===== src/rtl/seg7_scan_driver.sv =====
// Time-multiplexed N-digit common-anode 7-seg driver.
// Double-buffered data, blanking, leading-zero suppression, PWM brightness.
module seg7_scan_driver #(
  parameter int NUM_DIGITS  = 4,
  parameter int REFRESH_DIV = 50000,
  parameter int CNT_W       = 16
) (
  input  logic                    CLK,
  input  logic                    RESET_N,
  input  logic [4*NUM_DIGITS-1:0] DIGITS_IN,
  input  logic [NUM_DIGITS-1:0]   DOTS_IN,
  input  logic [NUM_DIGITS-1:0]   BLANK_IN,
  input  logic                    LZ_SUPPRESS_IN,
  input  logic [3:0]              BRIGHT_IN,
  input  logic                    LOAD_IN,
  output logic [NUM_DIGITS-1:0]   SEG_SELECT_OUT,
  output logic [7:0]              HEX_OUT,
  output logic                    FRAME_OUT
);

  localparam int IW = (NUM_DIGITS > 1) ? $clog2(NUM_DIGITS) : 1;
  localparam int OW = CNT_W + 5;
  localparam logic [CNT_W-1:0] PRESC_LAST = CNT_W'(REFRESH_DIV - 1);
  localparam logic [IW-1:0] IDX_LAST = IW'(NUM_DIGITS - 1);

  logic [CNT_W-1:0] presc_q, presc_d;
  logic [IW-1:0] idx_q, idx_d;

  logic [NUM_DIGITS-1:0][3:0] sh_dig_q, sh_dig_d;
  logic [NUM_DIGITS-1:0][3:0] ac_dig_q, ac_dig_d;
  logic [NUM_DIGITS-1:0] sh_dot_q, sh_dot_d;
  logic [NUM_DIGITS-1:0] sh_blk_q, sh_blk_d;
  logic [NUM_DIGITS-1:0] ac_dot_q, ac_dot_d;
  logic [NUM_DIGITS-1:0] ac_blk_q, ac_blk_d;

  logic [NUM_DIGITS-1:0] seg_q, seg_d;
  logic [7:0] hex_q, hex_d;
  logic frame_q, frame_d;

  logic slot_end, frame_end;
  logic [OW-1:0] on_w;
  logic [NUM_DIGITS-1:0] lz_dark;
  logic [3:0] code;
  logic dot, blk;

  function automatic logic [6:0] glyph(input logic [3:0] c);
    logic [6:0] g;
    g = 7'h7F;
    unique case (c)
      4'h0: g = 7'b1000000;
      4'h1: g = 7'b1111001;
      4'h2: g = 7'b0100100;
      4'h3: g = 7'b0110000;
      4'h4: g = 7'b0011001;
      4'h5: g = 7'b0010010;
      4'h6: g = 7'b0000010;
      4'h7: g = 7'b1111000;
      4'h8: g = 7'b0000000;
      4'h9: g = 7'b0011000;
      4'hA: g = 7'b1000111;
      4'hB: g = 7'b0101111;
      4'hC: g = 7'b0001110;
      4'hD: g = 7'b0011111;
      4'hE: g = 7'b0111001;
      4'hF: g = 7'b0110001;
    endcase
    return g;
  endfunction

  always_comb begin
    slot_end  = (presc_q == PRESC_LAST);
    frame_end = slot_end && (idx_q == IDX_LAST);
    presc_d   = slot_end ? '0 : presc_q + 1'b1;
    idx_d     = idx_q;
    if (slot_end)
      idx_d = frame_end ? '0 : idx_q + 1'b1;
  end

  // Active takes the pre-edge shadow, so a boundary LOAD waits a frame.
  always_comb begin
    sh_dig_d = sh_dig_q;
    sh_dot_d = sh_dot_q;
    sh_blk_d = sh_blk_q;
    ac_dig_d = ac_dig_q;
    ac_dot_d = ac_dot_q;
    ac_blk_d = ac_blk_q;
    if (LOAD_IN) begin
      sh_dig_d = DIGITS_IN;
      sh_dot_d = DOTS_IN;
      sh_blk_d = BLANK_IN;
    end
    if (frame_end) begin
      ac_dig_d = sh_dig_q;
      ac_dot_d = sh_dot_q;
      ac_blk_d = sh_blk_q;
    end
  end

  always_comb begin : lz_scan
    logic za;
    za = 1'b1;
    lz_dark = '0;
    for (int k = NUM_DIGITS - 1; k >= 0; k--) begin
      lz_dark[k] = za && (ac_dig_q[k] == 4'h0) && (k != 0);
      za = za && ((ac_dig_q[k] == 4'h0) || ac_blk_q[k]);
    end
  end

  always_comb begin
    code  = ac_dig_q[idx_q];
    dot   = ac_dot_q[idx_q];
    blk   = ac_blk_q[idx_q];
    on_w  = ((OW'(BRIGHT_IN) + OW'(1)) * OW'(REFRESH_DIV)) >> 4;
    seg_d = '1;
    if ((presc_q != '0) && (OW'(presc_q) < on_w))
      seg_d[idx_q] = 1'b0;
    if (blk)
      hex_d = 8'hFF;
    else if (LZ_SUPPRESS_IN && lz_dark[idx_q])
      hex_d = {~dot, 7'h7F};
    else
      hex_d = {~dot, glyph(code)};
    frame_d = frame_end;
  end

  always_ff @(posedge CLK or negedge RESET_N) begin
    if (!RESET_N) begin
      presc_q  <= '0;
      idx_q    <= '0;
      sh_dig_q <= '0;
      sh_dot_q <= '0;
      sh_blk_q <= '1;
      ac_dig_q <= '0;
      ac_dot_q <= '0;
      ac_blk_q <= '1;
      seg_q    <= '1;
      hex_q    <= 8'hFF;
      frame_q  <= 1'b0;
    end else begin
      presc_q  <= presc_d;
      idx_q    <= idx_d;
      sh_dig_q <= sh_dig_d;
      sh_dot_q <= sh_dot_d;
      sh_blk_q <= sh_blk_d;
      ac_dig_q <= ac_dig_d;
      ac_dot_q <= ac_dot_d;
      ac_blk_q <= ac_blk_d;
      seg_q    <= seg_d;
      hex_q    <= hex_d;
      frame_q  <= frame_d;
    end
  end

  assign SEG_SELECT_OUT = seg_q;
  assign HEX_OUT        = hex_q;
  assign FRAME_OUT      = frame_q;

endmodule


===== config.mk =====
export PLATFORM = sky130hd
export DESIGN_NAME = seg7_scan_driver
export DESIGN_NICKNAME = d
export VERILOG_FILES = /design/src/rtl/seg7_scan_driver.sv
export SDC_FILE = /design/constraint.sdc
export NUM_CORES = 1
export LEC_CHECK = 0
export CAP_MARGIN = 30
export CELL_PAD_IN_SITES_DETAIL_PLACEMENT = 1
export CELL_PAD_IN_SITES_GLOBAL_PLACEMENT = 1
export CORE_AREA = 2 2 89 126
export CTS_BUF_LIST = sky130_fd_sc_hd__clkbuf_8
export DETAILED_ROUTE_END_ITERATION = 7
export DIE_AREA = 0 0 91 128
export GPL_TIMING_DRIVEN = 1
export PLACE_DENSITY = 0.85
export SKIP_CTS_REPAIR_TIMING = 1
export SLEW_MARGIN = 15
export SYNTH_ARGS = -nofsm -noshare
export SYNTH_HDL_FRONTEND = slang
export SYNTH_SLANG_ARGS = --single-unit

===== constraint.sdc =====
create_clock -name CLK -period 3.05 [get_ports CLK]
set_input_delay 0.61 -clock CLK [delete_from_list [all_inputs] [get_ports CLK]]
set_output_delay 0.61 -clock CLK [all_outputs]
set_load 0.01 [all_outputs]

==> impl_metrics.yaml <==
grt:
  initial_antenna_violation_count: 0
  global_route.overflow_total: 0
  grt_max_degree: 80
  most_utilized_layer_in_the_global_route_result: "met2"
  global_route.usage.met3: 0.0306
  wire_length_of_the_first_global_routing_pass_um: 22000
  first_global_vias: 4373
  grt_usage: 0.243
  met2_usage: 0.501
  use_met1: 0.236
job:
  drv_cap: 0
synthesis:
  syn-num-nets: 524
  synthDominantCellAreaShare: 0.297
  synth-seq-cells: 79
  synth-warning-count: 0
  postSynthAreaPerCell_sq_um: 11.5
  synth_flop_cell: "sky130_fd_sc_hd__dfrtp_1"
  synth_common_cells: "60 x sky130_fd_sc_hd__ha_1, 59 x sky130_fd_sc_hd__dfrtp_1, 28 x sky130_fd_sc_hd__mux2_2, 23 x sky130_fd_sc_hd__inv_1"
  syn-instance-count: 431
  ys_top_cells_by_area: "sky130_fd_sc_hd__dfrtp_1 30%, sky130_fd_sc_hd__ha_1 15%, sky130_fd_sc_hd__dfstp_2 11%"
  most_common_cell_in_the_netlist: "sky130_fd_sc_hd__ha_1"
  library_cells_used_by_synthesis: 47
  netlist_area_sq_mm: 0.00497
  synth-edff-count: 0
  synthDominantAreaCellType: "sky130_fd_sc_hd__dfrtp_1"
  synth-seq-area-share: 0.403
  synth_async_sr_flop_share: 1.00
worst_setup_path:
  critical_path.startpoint_type: "primary input"
  crit_path_end_kind: "flip-flop"
  crit_arrival_ns: 4.62
  crit_path_max_fanout: 4
  timing.setup.critical_path_class: "in -> reg"
  critical_path_required_ns: 3.32
power:
  static_leakage_power_nw: 3.01
  max-vdd-ir-drop_uv: 380
  pwr_density_cell_mw_per_mm2: 437
placed_design:
  place.detailed.hpwl_um: 10500
  port-buffer-count: 44
  routabilityCongestion: 0.881
  dp_worst_setup_slack_ns: -2.12
floorplanning:
  fp.coreArea_sq_mm: 0.0106
  fp.dieW_um: 91
  fp.dieArea_sq_mm: 0.0116
  die_height_um: 128
  initial_core_util: 0.470
  number_of_standard_cell_rows_in_the_floorplan: 45
  io_pins: 45
clock_network:
  clock_tree.htree_level_count: 3
  cts_max_path_buffers: 2
  numClockSinks: 79
  tritoncts: "done"
  clock_pin_slew_on_the_worst_setup_and_hold_paths_ns: 0.08
  worstSkewPairLatency_ns: 0.35
  numCtsBuffers: 9
  clock-root-buffer: "sky130_fd_sc_hd__clkbuf_8"
sta:
  max-slew-margin-rel: 0.471
  period_share: 1.43
  timing.final.setup_violations: 4
  finalHoldViolCount: 0
  worst_slack_ns: -1.30
  clock.fmax_mhz: 230
  tightest_slew_ns: 0.791
  grt_setup_unrepaired: "yes"
  final.setup_skew_ns: 0.00911
  minimum_period_implied_by_the_final_worst_setup_slack_ns: 4.35
  final_max_slew_viol_count: 0
  fin_tns_setup_ns: -5.11
detailed_routing:
  vias: 3801
  wl_per_cell_um: 21.4
  drt.antenna.violating_nets: 0
  dr.pass1.iters: 6
  postRouteWirelength_um: 14400
  drc: 0
  drt-vias-per-instance: 5.63
  drt_iter0_drc: 98
layout:
  synthToLayoutAreaGrowth_pct: 31.2
  antenna-diode-count: 0
  nFillCells: 1110
  layout-drive-gt1-share: 0.356
  nNetsFinal: 622
  final_util: 0.616
status:
  run_status: "finished with violations"
  violations: "negative setup slack"
worst_hold_path:
  min-delay-path-class: "in -> async"
## worst paths after layout
path                         startpoint           endpoint  slack, ns  depth (start not counted)
min reg2reg                 sh_dot_q[1]        ac_dot_q[1]       0.52                          1
max                        BRIGHT_IN[1]  SEG_SELECT_OUT[1]      -1.30                         19
min                             RESET_N        sh_dig_q[9]       0.14                          1
max reg2reg                    idx_q[0]         HEX_OUT[3]       0.46                          5
min in group CLK            sh_dot_q[1]        ac_dot_q[1]       0.52                          1
max in group asynchronous       RESET_N        sh_blk_q[2]       2.27                          2
## logic make-up (layout without fill, tap and decap cells)
kind of cell | after synthesis | after routing | synth area share
AO/OA/AOI/OAI | 60 | 60 | 0.0770
XOR/XNOR | 28 | 28 | 0.0493
adder cells (fa/ha/maj) | 61 | 61 | 0.155
buffers and inverters | 33 | 136 | 0.0287
flip-flops | 79 | 79 | 0.403
multiplexers | 59 | 59 | 0.164
AND/OR/NAND/NOR | 111 | 111 | 0.123
## layout by cell type (no fill, tap or decap), types with 3 or more instances in the layout
| cell | Yosys | layout |
|---|---|---|
| sky130_fd_sc_hd__a211oi_2 | 0 | 5 |
| sky130_fd_sc_hd__nand4_1 | 6 | 6 |
| sky130_fd_sc_hd__nor2_1 | 18 | 16 |
| sky130_fd_sc_hd__and3_1 | 4 | 3 |
| sky130_fd_sc_hd__buf_4 | 0 | 50 |
| sky130_fd_sc_hd__a21oi_1 | 21 | 16 |
| sky130_fd_sc_hd__mux4_2 | 7 | 7 |
| sky130_fd_sc_hd__mux2i_1 | 4 | 4 |
| sky130_fd_sc_hd__nand3_1 | 16 | 15 |
| sky130_fd_sc_hd__clkdlybuf4s50_1 | 0 | 39 |
| sky130_fd_sc_hd__nand2b_1 | 5 | 5 |
| sky130_fd_sc_hd__xor2_1 | 15 | 14 |
| sky130_fd_sc_hd__a21o_1 | 6 | 6 |
| sky130_fd_sc_hd__mux2_4 | 20 | 20 |
| sky130_fd_sc_hd__nand2_1 | 21 | 21 |
| sky130_fd_sc_hd__o211ai_1 | 4 | 4 |
| sky130_fd_sc_hd__xnor2_2 | 0 | 3 |
| sky130_fd_sc_hd__nor3_1 | 11 | 11 |
| sky130_fd_sc_hd__o21ai_0 | 11 | 8 |
| sky130_fd_sc_hd__nor4_4 | 2 | 3 |
| sky130_fd_sc_hd__buf_6 | 2 | 3 |
| sky130_fd_sc_hd__nand3b_1 | 6 | 6 |
| sky130_fd_sc_hd__xnor2_1 | 13 | 10 |
| sky130_fd_sc_hd__clkbuf_8 | 0 | 9 |
| sky130_fd_sc_hd__a21oi_2 | 0 | 4 |
| sky130_fd_sc_hd__inv_1 | 23 | 22 |
| sky130_fd_sc_hd__dfstp_2 | 20 | 20 |
| sky130_fd_sc_hd__nor2b_1 | 5 | 5 |
| sky130_fd_sc_hd__dfrtp_1 | 59 | 59 |
| sky130_fd_sc_hd__nor4_1 | 6 | 5 |
| sky130_fd_sc_hd__ha_4 | 0 | 11 |
| sky130_fd_sc_hd__ha_1 | 60 | 48 |
| sky130_fd_sc_hd__bufinv_16 | 0 | 3 |
| sky130_fd_sc_hd__mux2_2 | 28 | 28 |
## worst max-delay path, cell delays in order
cell	delay, ns
sky130_fd_sc_hd__buf_8	0.11
sky130_fd_sc_hd__ha_4	0.17
sky130_fd_sc_hd__xor2_4	0.22
sky130_fd_sc_hd__ha_1	0.29
sky130_fd_sc_hd__ha_1	0.29
sky130_fd_sc_hd__ha_1	0.30
sky130_fd_sc_hd__ha_1	0.23
sky130_fd_sc_hd__nor2_2	0.19
sky130_fd_sc_hd__o21ai_2	0.09
sky130_fd_sc_hd__a21o_1	0.22
sky130_fd_sc_hd__a2111oi_4	0.32
sky130_fd_sc_hd__nor3b_2	0.08
sky130_fd_sc_hd__ha_1	0.33
sky130_fd_sc_hd__and4_1	0.20
sky130_fd_sc_hd__nand4_1	0.15
sky130_fd_sc_hd__a211oi_2	0.34
sky130_fd_sc_hd__nor4_4	0.09
sky130_fd_sc_hd__buf_4	0.17
sky130_fd_sc_hd__a211oi_2	0.20
## layout make-up
class / count / area [sq um] / area share
repair buffers: 97 / 867 / 0.133
clock inverters: 7 / 120 / 0.0184
multi-input cells: 319 / 3140 / 0.482
inverters: 23 / 86.3 / 0.0132
clock buffers: 9 / 124 / 0.0190
well taps: 141 / 176 / 0.0271
flip-flops and latches: 79 / 2000 / 0.307
## where the power goes
group          internal, mW  switching, mW  total (mW)  leakage [nW]
registers              1.08         0.0210        1.11         0.973
clock network         0.547          0.392       0.938         0.121
logic                 0.411          0.393       0.804          1.92
## sequential cells by signal, summed over array words and instances (netlist names)
name	count
sh_blk_q	4
sh_dig_q	16
SEG_SELECT_OUT	4
sh_dot_q	4
HEX_OUT	8
idx_q	2
presc_q	16
ac_dig_q	16
ac_blk_q	4
ac_dot_q	4
FRAME_OUT	1
## routing by layer
| layer | vias up | wire (um) |
|---|---|---|
| met5 | - | 0 |
| met4 | 0 | 526 |
| met3 | 31 | 273 |
| met2 | 70 | 8760 |
| met1 | 1945 | 4880 |
| li1 | 1755 | - |
## metrics by stage
step	area (sq um)	total power, mW	cells	hold WS [ns]
4_1_cts	6200	2.75	666	0.440
2_1_floorplan	5070	1.51	431	0.314
3_3_place_gp	5960	1.76	650	0.489
3_5_place_dp	5960	1.82	650	0.500
5_1_grt	6520	2.97	675	0.141
6_report	6520	2.85	675	0.139
No activity file was read; power rests on OpenSTA's default activity.
